## src/rtl/fizzbuzz_core.sv

```systemverilog
// fizzbuzz_core: single-stage registered divisibility classifier.
// Each accepted number yields its mod-3 and mod-5 residues plus fizz/buzz/
// fizzbuzz flags one clock later. Residues come from weighted bit sums
// (2^i mod m) folded back into range, so no divider is inferred.
//
// Handshake: a number is accepted on every rising edge where in_valid=1;
// there is no ready, so the source may stream one number per cycle.
// out_valid=1 means the result registers were loaded at the last edge; when
// out_valid=0 the result registers keep the last result.
module fizzbuzz_core #(
  parameter int WIDTH = 8  // legal range 2..32
) (
  input  logic             clk,
  input  logic             rst_n,
  input  logic             in_valid,
  input  logic [WIDTH-1:0] number,
  output logic             out_valid,
  output logic             fizz,
  output logic             buzz,
  output logic             fizzbuzz,
  output logic [1:0]       rem3,
  output logic [2:0]       rem5
);

  // Accumulators are 8 bits wide. Worst case at WIDTH=32: mod-3 sum is
  // 16*(1+2)=48, mod-5 sum is 8*(1+2+4+3)=80; both fit below 256.
  localparam int ACC_W = 8;

  // Weighted sum of number bits, weights 1,2,1,2,... (2^i mod 3).
  function automatic logic [ACC_W-1:0] num_wsum3(input logic [WIDTH-1:0] v);
    logic [ACC_W-1:0] s;
    s = '0;
    for (int i = 0; i < WIDTH; i++) begin
      if (v[i]) s = s + (i[0] ? 8'd2 : 8'd1);
    end
    return s;
  endfunction

  // Weighted sum of number bits, weights 1,2,4,3,... (2^i mod 5).
  function automatic logic [ACC_W-1:0] num_wsum5(input logic [WIDTH-1:0] v);
    logic [ACC_W-1:0] s;
    s = '0;
    for (int i = 0; i < WIDTH; i++) begin
      if (v[i]) begin
        case (i[1:0])
          2'd0:    s = s + 8'd1;
          2'd1:    s = s + 8'd2;
          2'd2:    s = s + 8'd4;
          default: s = s + 8'd3;
        endcase
      end
    end
    return s;
  endfunction

  // Same mod-3 weighting applied to an accumulator value.
  function automatic logic [ACC_W-1:0] acc_wsum3(input logic [ACC_W-1:0] v);
    logic [ACC_W-1:0] s;
    s = '0;
    for (int i = 0; i < ACC_W; i++) begin
      if (v[i]) s = s + (i[0] ? 8'd2 : 8'd1);
    end
    return s;
  endfunction

  // Same mod-5 weighting applied to an accumulator value.
  function automatic logic [ACC_W-1:0] acc_wsum5(input logic [ACC_W-1:0] v);
    logic [ACC_W-1:0] s;
    s = '0;
    for (int i = 0; i < ACC_W; i++) begin
      if (v[i]) begin
        case (i[1:0])
          2'd0:    s = s + 8'd1;
          2'd1:    s = s + 8'd2;
          2'd2:    s = s + 8'd4;
          default: s = s + 8'd3;
        endcase
      end
    end
    return s;
  endfunction

  // Fold a mod-3 accumulator to 0..2. Two weighting passes shrink any 8-bit
  // value to at most 6, then two conditional subtracts finish the job.
  function automatic logic [1:0] fold3(input logic [ACC_W-1:0] acc);
    logic [ACC_W-1:0] s;
    s = acc_wsum3(acc_wsum3(acc));
    if (s >= 8'd3) s = s - 8'd3;
    if (s >= 8'd3) s = s - 8'd3;
    return 2'(s);
  endfunction

  // Fold a mod-5 accumulator to 0..4. Two weighting passes shrink any 8-bit
  // value to at most 11, then two conditional subtracts finish the job.
  function automatic logic [2:0] fold5(input logic [ACC_W-1:0] acc);
    logic [ACC_W-1:0] s;
    s = acc_wsum5(acc_wsum5(acc));
    if (s >= 8'd5) s = s - 8'd5;
    if (s >= 8'd5) s = s - 8'd5;
    return 3'(s);
  endfunction

  logic [1:0] rem3_c;
  logic [2:0] rem5_c;

  logic       valid_q,    valid_d;
  logic       fizz_q,     fizz_d;
  logic       buzz_q,     buzz_d;
  logic       fizzbuzz_q, fizzbuzz_d;
  logic [1:0] rem3_q,     rem3_d;
  logic [2:0] rem5_q,     rem5_d;

  // Combinational residues of the incoming number.
  always_comb begin
    rem3_c = fold3(num_wsum3(number));
    rem5_c = fold5(num_wsum5(number));
  end

  // Next-state: load a fresh result on in_valid, otherwise hold the old one
  // (the mux keeps an undriven number out of the held registers).
  always_comb begin
    valid_d    = in_valid;
    fizz_d     = fizz_q;
    buzz_d     = buzz_q;
    fizzbuzz_d = fizzbuzz_q;
    rem3_d     = rem3_q;
    rem5_d     = rem5_q;
    if (in_valid) begin
      rem3_d     = rem3_c;
      rem5_d     = rem5_c;
      fizz_d     = (rem3_c == 2'd0);
      buzz_d     = (rem5_c == 3'd0);
      fizzbuzz_d = (rem3_c == 2'd0) && (rem5_c == 3'd0);
    end
  end

  // Result registers with asynchronous clear.
  always_ff @(posedge clk or negedge rst_n) begin
    if (!rst_n) begin
      valid_q    <= 1'b0;
      fizz_q     <= 1'b0;
      buzz_q     <= 1'b0;
      fizzbuzz_q <= 1'b0;
      rem3_q     <= 2'd0;
      rem5_q     <= 3'd0;
    end else begin
      valid_q    <= valid_d;
      fizz_q     <= fizz_d;
      buzz_q     <= buzz_d;
      fizzbuzz_q <= fizzbuzz_d;
      rem3_q     <= rem3_d;
      rem5_q     <= rem5_d;
    end
  end

  assign out_valid = valid_q;
  assign fizz      = fizz_q;
  assign buzz      = buzz_q;
  assign fizzbuzz  = fizzbuzz_q;
  assign rem3      = rem3_q;
  assign rem5      = rem5_q;

endmodule

```

## config.mk

```make
export PLATFORM = sky130hd
export DESIGN_NAME = fizzbuzz_core
export DESIGN_NICKNAME = d
export VERILOG_FILES = /design/src/rtl/fizzbuzz_core.sv
export SDC_FILE = /design/constraint.sdc
export NUM_CORES = 1
export LEC_CHECK = 0
export CORE_ASPECT_RATIO = 0.6
export CORE_MARGIN = 2
export CORE_UTILIZATION = 60
export CTS_CLUSTER_SIZE = 30
export DETAILED_ROUTE_END_ITERATION = 8
export PLACE_DENSITY = 0.79
export SYNTH_ARGS = -nofsm -noshare
export SYNTH_HDL_FRONTEND = slang
export SYNTH_SLANG_ARGS = --single-unit
```

## constraint.sdc

```tcl
create_clock -name clk -period 0.9 [get_ports clk]
set_input_delay 0.135 -clock clk [delete_from_list [all_inputs] [get_ports clk]]
set_output_delay 0.135 -clock clk [all_outputs]
set_load 0.01 [all_outputs]
```

==> results of run 1 <==
kinds of logic after synthesis:
kind of cell	Yosys count
and+or+nand+nor	228
AOI/OAI and AO/OA	143
xor gates and xnor gates	55
buffers and inverters	54
adders and majority gates	33
muxes	28
DFF	9
through the flow:
step / worst slack, ns / utilization (%) / instance area (um^2) / hold WS (ns) / std cells
floorplan: -8.18 / - / 4540 / -0.161 / 550
global placement: -8.42 / 95.9 / 6400 / 0.449 / 860
detailed placement: -8.92 / 95.9 / 6400 / 0.495 / 860
==> run_results.csv, run 1 <==
group,metric,value,unit
synth,synth-seq-cells,9,
synth,synth_cells,550,
synth,synth_top_family_by_area,"simple AND/OR/NAND/NOR gates",
synth,yosys_most_used_dff,"dfrtp_1",
synth,synth_compound_area_share,28.2,%
synth,synth_mux_area_share,7.85,%
placed_design,io_buffers,19,
synth,async_reset_ff_share,100,%
synth,synth_top_area_cell,"ha_1",
synth,ys_top_cells_by_area,"ha_1 9.7%, xnor2_1 7.4%, dfrtp_1 5.4%",
synth,ys_types,92,
synth,yosys-top-cells-count,"51 x nand2_1, 40 x nor2_1, 35 x xnor2_1, 32 x ha_1, 28 x inv_1",
cts,root_buffer,"clkbuf_16",
outcome,haltStage,"4_1_cts",
synth,synth_most_common_cell,"nand2_1",
cts,cts-buffers-inserted,3,
cts,postCtsResizedCells,144,
outcome,tool.error,"[ERROR DPL-0038] Utilization greater than 100%, impossible to legalize",
cts,cts_hold_buf,0,
cts,cts_setup_buffers,36,
synth,yosys.area_share.adder,9.90,%
floorplan,rows,23,
synth,syn-num-nets,593,
synth,syn_avg_cell_area,7.54,um^2
cts,htreeDepth,1,
synth,syn_area,4150,um^2
synth,synth_top_area_share,9.66,%
floorplan,ioPinCount,20,
cts,cts_buffer_depth,2,
floorplan,start_util,62.1,%
placed_design,hpwl,15600,um
synth,ys_seq_area_share,5.43,%
floorplan,chipHeight,68.4,um
synth,synthXorXnorAreaFrac,13.5,%
placed_design,place_congestion,0.960,
synth,synth_edf_count,0,
cts,cts.sinks,9,
synth,yosys.area_share.simple,29.5,%
synth,ys_warn_count,0,
outcome,outcome,"did not finish",
floorplan,dieWidth,111,um
==> run 2: changes to the inputs <==
==> config.mk (replaced) <==
export PLATFORM = sky130hd
export DESIGN_NAME = fizzbuzz_core
export DESIGN_NICKNAME = d
export VERILOG_FILES = /design/src/rtl/fizzbuzz_core.sv
export SDC_FILE = /design/constraint.sdc
export NUM_CORES = 1
export LEC_CHECK = 0
export CORE_MARGIN = 2
export CORE_UTILIZATION = 40
export DETAILED_ROUTE_END_ITERATION = 8
export PLACE_DENSITY_LB_ADDON = 0.15
export SYNTH_ARGS = -nofsm -noshare
export SYNTH_HDL_FRONTEND = slang
export SYNTH_SLANG_ARGS = --single-unit
==> run_results.csv, run 2 <==
group,metric,value,unit
cells_and_area,final_common_cell,"buf_4",
grt,grt_pass1_vias,5209,
critical_path,worstSetupPathType,"in -> reg",
synth,yosys_most_used_dff,"dfrtp_1",
cells_and_area,largest_reg_flops,3,
route,drtAntennaViolNets,0,
synth,ys_warn_count,0,
outcome,outcome,"finished, violations left",
synth,async_reset_ff_share,100,%
route,avgRoutedWirePerCell,14.0,um
cells_and_area,nFillCells,787,
power_and_ir_drop,swShare,43.3,%
synth,synth_cells,550,
timing,worst_slew_pin_slew,0.621,ns
power_and_ir_drop,p_leak,3.33,nW
power_and_ir_drop,clockPowerShare,1.6,%
run,max_cap_viol_count,0,
synth,syn_avg_cell_area,7.54,um^2
grt,grt_pass1_wl,22900,um
cts,cts.sinks,9,
timing,setup_ws,-7.59,ns
synth,ys_types,92,
timing,setup_tns,-60.02,ns
floorplan,ioPinCount,20,
synth,ys_top_cells_by_area,"ha_1 9.7%, xnor2_1 7.4%, dfrtp_1 5.4%",
synth,synth_most_common_cell,"nand2_1",
outcome,violations,"setup timing",
floorplan,dieWidth,106,um
cells_and_area,final_util,71.4,%
route,vias,5226,
floorplan,rows,37,
synth,synth_top_area_cell,"ha_1",
critical_path,end_kind,"flop",
floorplan,fp.dieArea,11200,um^2
critical_path,critPathSlowestCell,"o311a_1",
critical_path,cpMostUsedCell,"ha_4",
cts,clk_latency,0.23,ns
timing,drv_slew,0,
power_and_ir_drop,p_sw,12.7,mW
critical_path,worstPathRequired,1.05,ns
placed_design,hpwl,10600,um
synth,synth_edf_count,0,
power_and_ir_drop,combPwrFrac,95.9,%
synth,ys_seq_area_share,5.43,%
critical_path,start_kind,"primary input",
timing,skew,0,ns
grt,grt_usage,23.7,%
power_and_ir_drop,cell_internal_pwr,16.6,mW
cts,root_buffer,"clkbuf_8",
synth,syn_area,4150,um^2
power_and_ir_drop,seqPwrFrac,2.5,%
timing,period_share,944,%
hold_path,min_path_type,"in -> async",
cells_and_area,drive_gt1_share,54.2,%
timing,max_slew_margin,58.2,%
cells_and_area,diodes,0,
timing,rsz0062_at_grt,"yes",
placed_design,dp_cells,921,
critical_path,critical_path_arrival,8.64,ns
route,viasPerCell,5.43,
cells_and_area,area_growth_syn_to_layout,75.3,%
timing,max_freq,118,MHz
cts,cts_hold_buf,0,
grt,antenna_found_initial,0,
cts,htreeDepth,1,
placed_design,place_congestion,0.921,
synth,synth-seq-cells,9,
synth,synth_top_area_share,9.66,%
route,routed_wl,13500,um
floorplan,start_util,40.7,%
grt,grt_max_degree,16,
critical_path,path_max_fanout,5,
cells_and_area,nNetsFinal,870,
cts,cts-buffers-inserted,3,
timing,finalSetupViolations,8,
power_and_ir_drop,ir_worst_vdd,0.00376,V
floorplan,core,10200,um^2
timing,min_period,8.49,ns
cts,cts_buffer_depth,2,
cts,cts.clk_slew.worst_paths,0.05,ns
route,first_pass_iters,4,
synth,syn-num-nets,593,
timing,hold_viol,0,
route,drc_errors,0,
critical_path,critPathMaxStageDelay,0.38,ns
placed_design,place_ws,-8.56,ns
power_and_ir_drop,power.total,29.4,mW
power_and_ir_drop,power_density,4040,nW/um^2
grt,grt_overflow_total,0,
cells_and_area,fin_cells,962,
synth,yosys-top-cells-count,"51 x nand2_1, 40 x nor2_1, 35 x xnor2_1, 32 x ha_1, 28 x inv_1",
floorplan,chipHeight,106,um
placed_design,io_buffers,19,
cts,cts_tree,"yes",
route,drt_iter0_drc,165,
cells_and_area,final_cell_mix,"271 x buf_4, 37 x nand2_1, 33 x nor2_1",
## run 2: area by class of cell
class                   instances  area, um^2  share of cell area [%]
repair buffers                295        2250                    31.0
multi-input cells             487        4450                    61.3
clock buffers                   4        45.0                   0.620
inverters                      31         121                    1.67
flip-flops and latches          9         225                    3.10
well taps                     136         170                    2.34
## run 2: stage by stage
step | hold slack, ns | instance area, um^2
finish | 0.184 | 7270
global route | 0.188 | 7270
CTS | 0.188 | 6980
detailed placement | 0.428 | 6560
global placement | 0.427 | 6560
floorplan | -0.161 | 4540
## run 2: metal layers
layer / GRT usage, % / routed length, um
met5: 0 / 0
met4: 3.20 / 189
met3: 1.11 / 222
met2: 45.5 / 7140
met1: 29.8 / 5960
## run 2: cells by family (layout without fill, tap and decap cells)
kind of cell               Yosys count  count (layout)  synth area share (%)
AOI/OAI and AO/OA                  143             143                  28.2
xor gates and xnor gates            55              55                  13.5
adders and majority gates           33              33                  9.90
buffers and inverters               54             330                  5.61
DFF                                  9               9                  5.43
muxes                               28              28                  7.85
and+or+nand+nor                    228             228                  29.5
## run 2: worst paths after layout
kind / start / endpoint / slack [ns] / cells past startpoint
setup / recovery: number[0] / fizzbuzz / -7.59 / 51
min in group clk: rem3[1] / rem3[1] / 0.51 / 1
hold / removal: rst_n / out_valid / 0.18 / 2
max in group asynchronous: rst_n / rem5[0] / 0.58 / 2
setup reg to reg: rem5[2] / rem5[2] / 0.08 / 3
hold reg to reg: rem3[1] / rem3[1] / 0.51 / 1
## run 2: power by group through the flow
stage / Combinational [mW] / Sequential (mW) / Clock, mW
global route: 30.4 / 0.750 / 0.507
detailed placement: 23.2 / 0.740 / 0
global placement: 22.4 / 0.732 / 0
finish: 28.1 / 0.733 / 0.474
floorplan: 14.4 / 0.816 / 0
CTS: 25.6 / 0.729 / 0.477
## run 2: repair_timing
item / CTS / global route
gates cloned: 0 / 0
pin swaps: 50 / 24
gates resized for setup: 101 / 37
setup endpoints to repair: 17 / 14
buffers inserted: 28 / 10
## run 2: worst max-delay path, delay by kind of cell
| kind | cells | cell delay [ns] |
|---|---|---|
| AND/OR/NAND/NOR | 19 | 2.25 |
| XOR/XNOR | 4 | 0.71 |
| multiplexers | 2 | 0.67 |
| buffers and inverters | 5 | 0.34 |
| adder cells (fa/ha/maj) | 10 | 2.11 |
| AO/OA/AOI/OAI | 11 | 2.39 |
No activity file was read; power rests on OpenSTA's default activity.
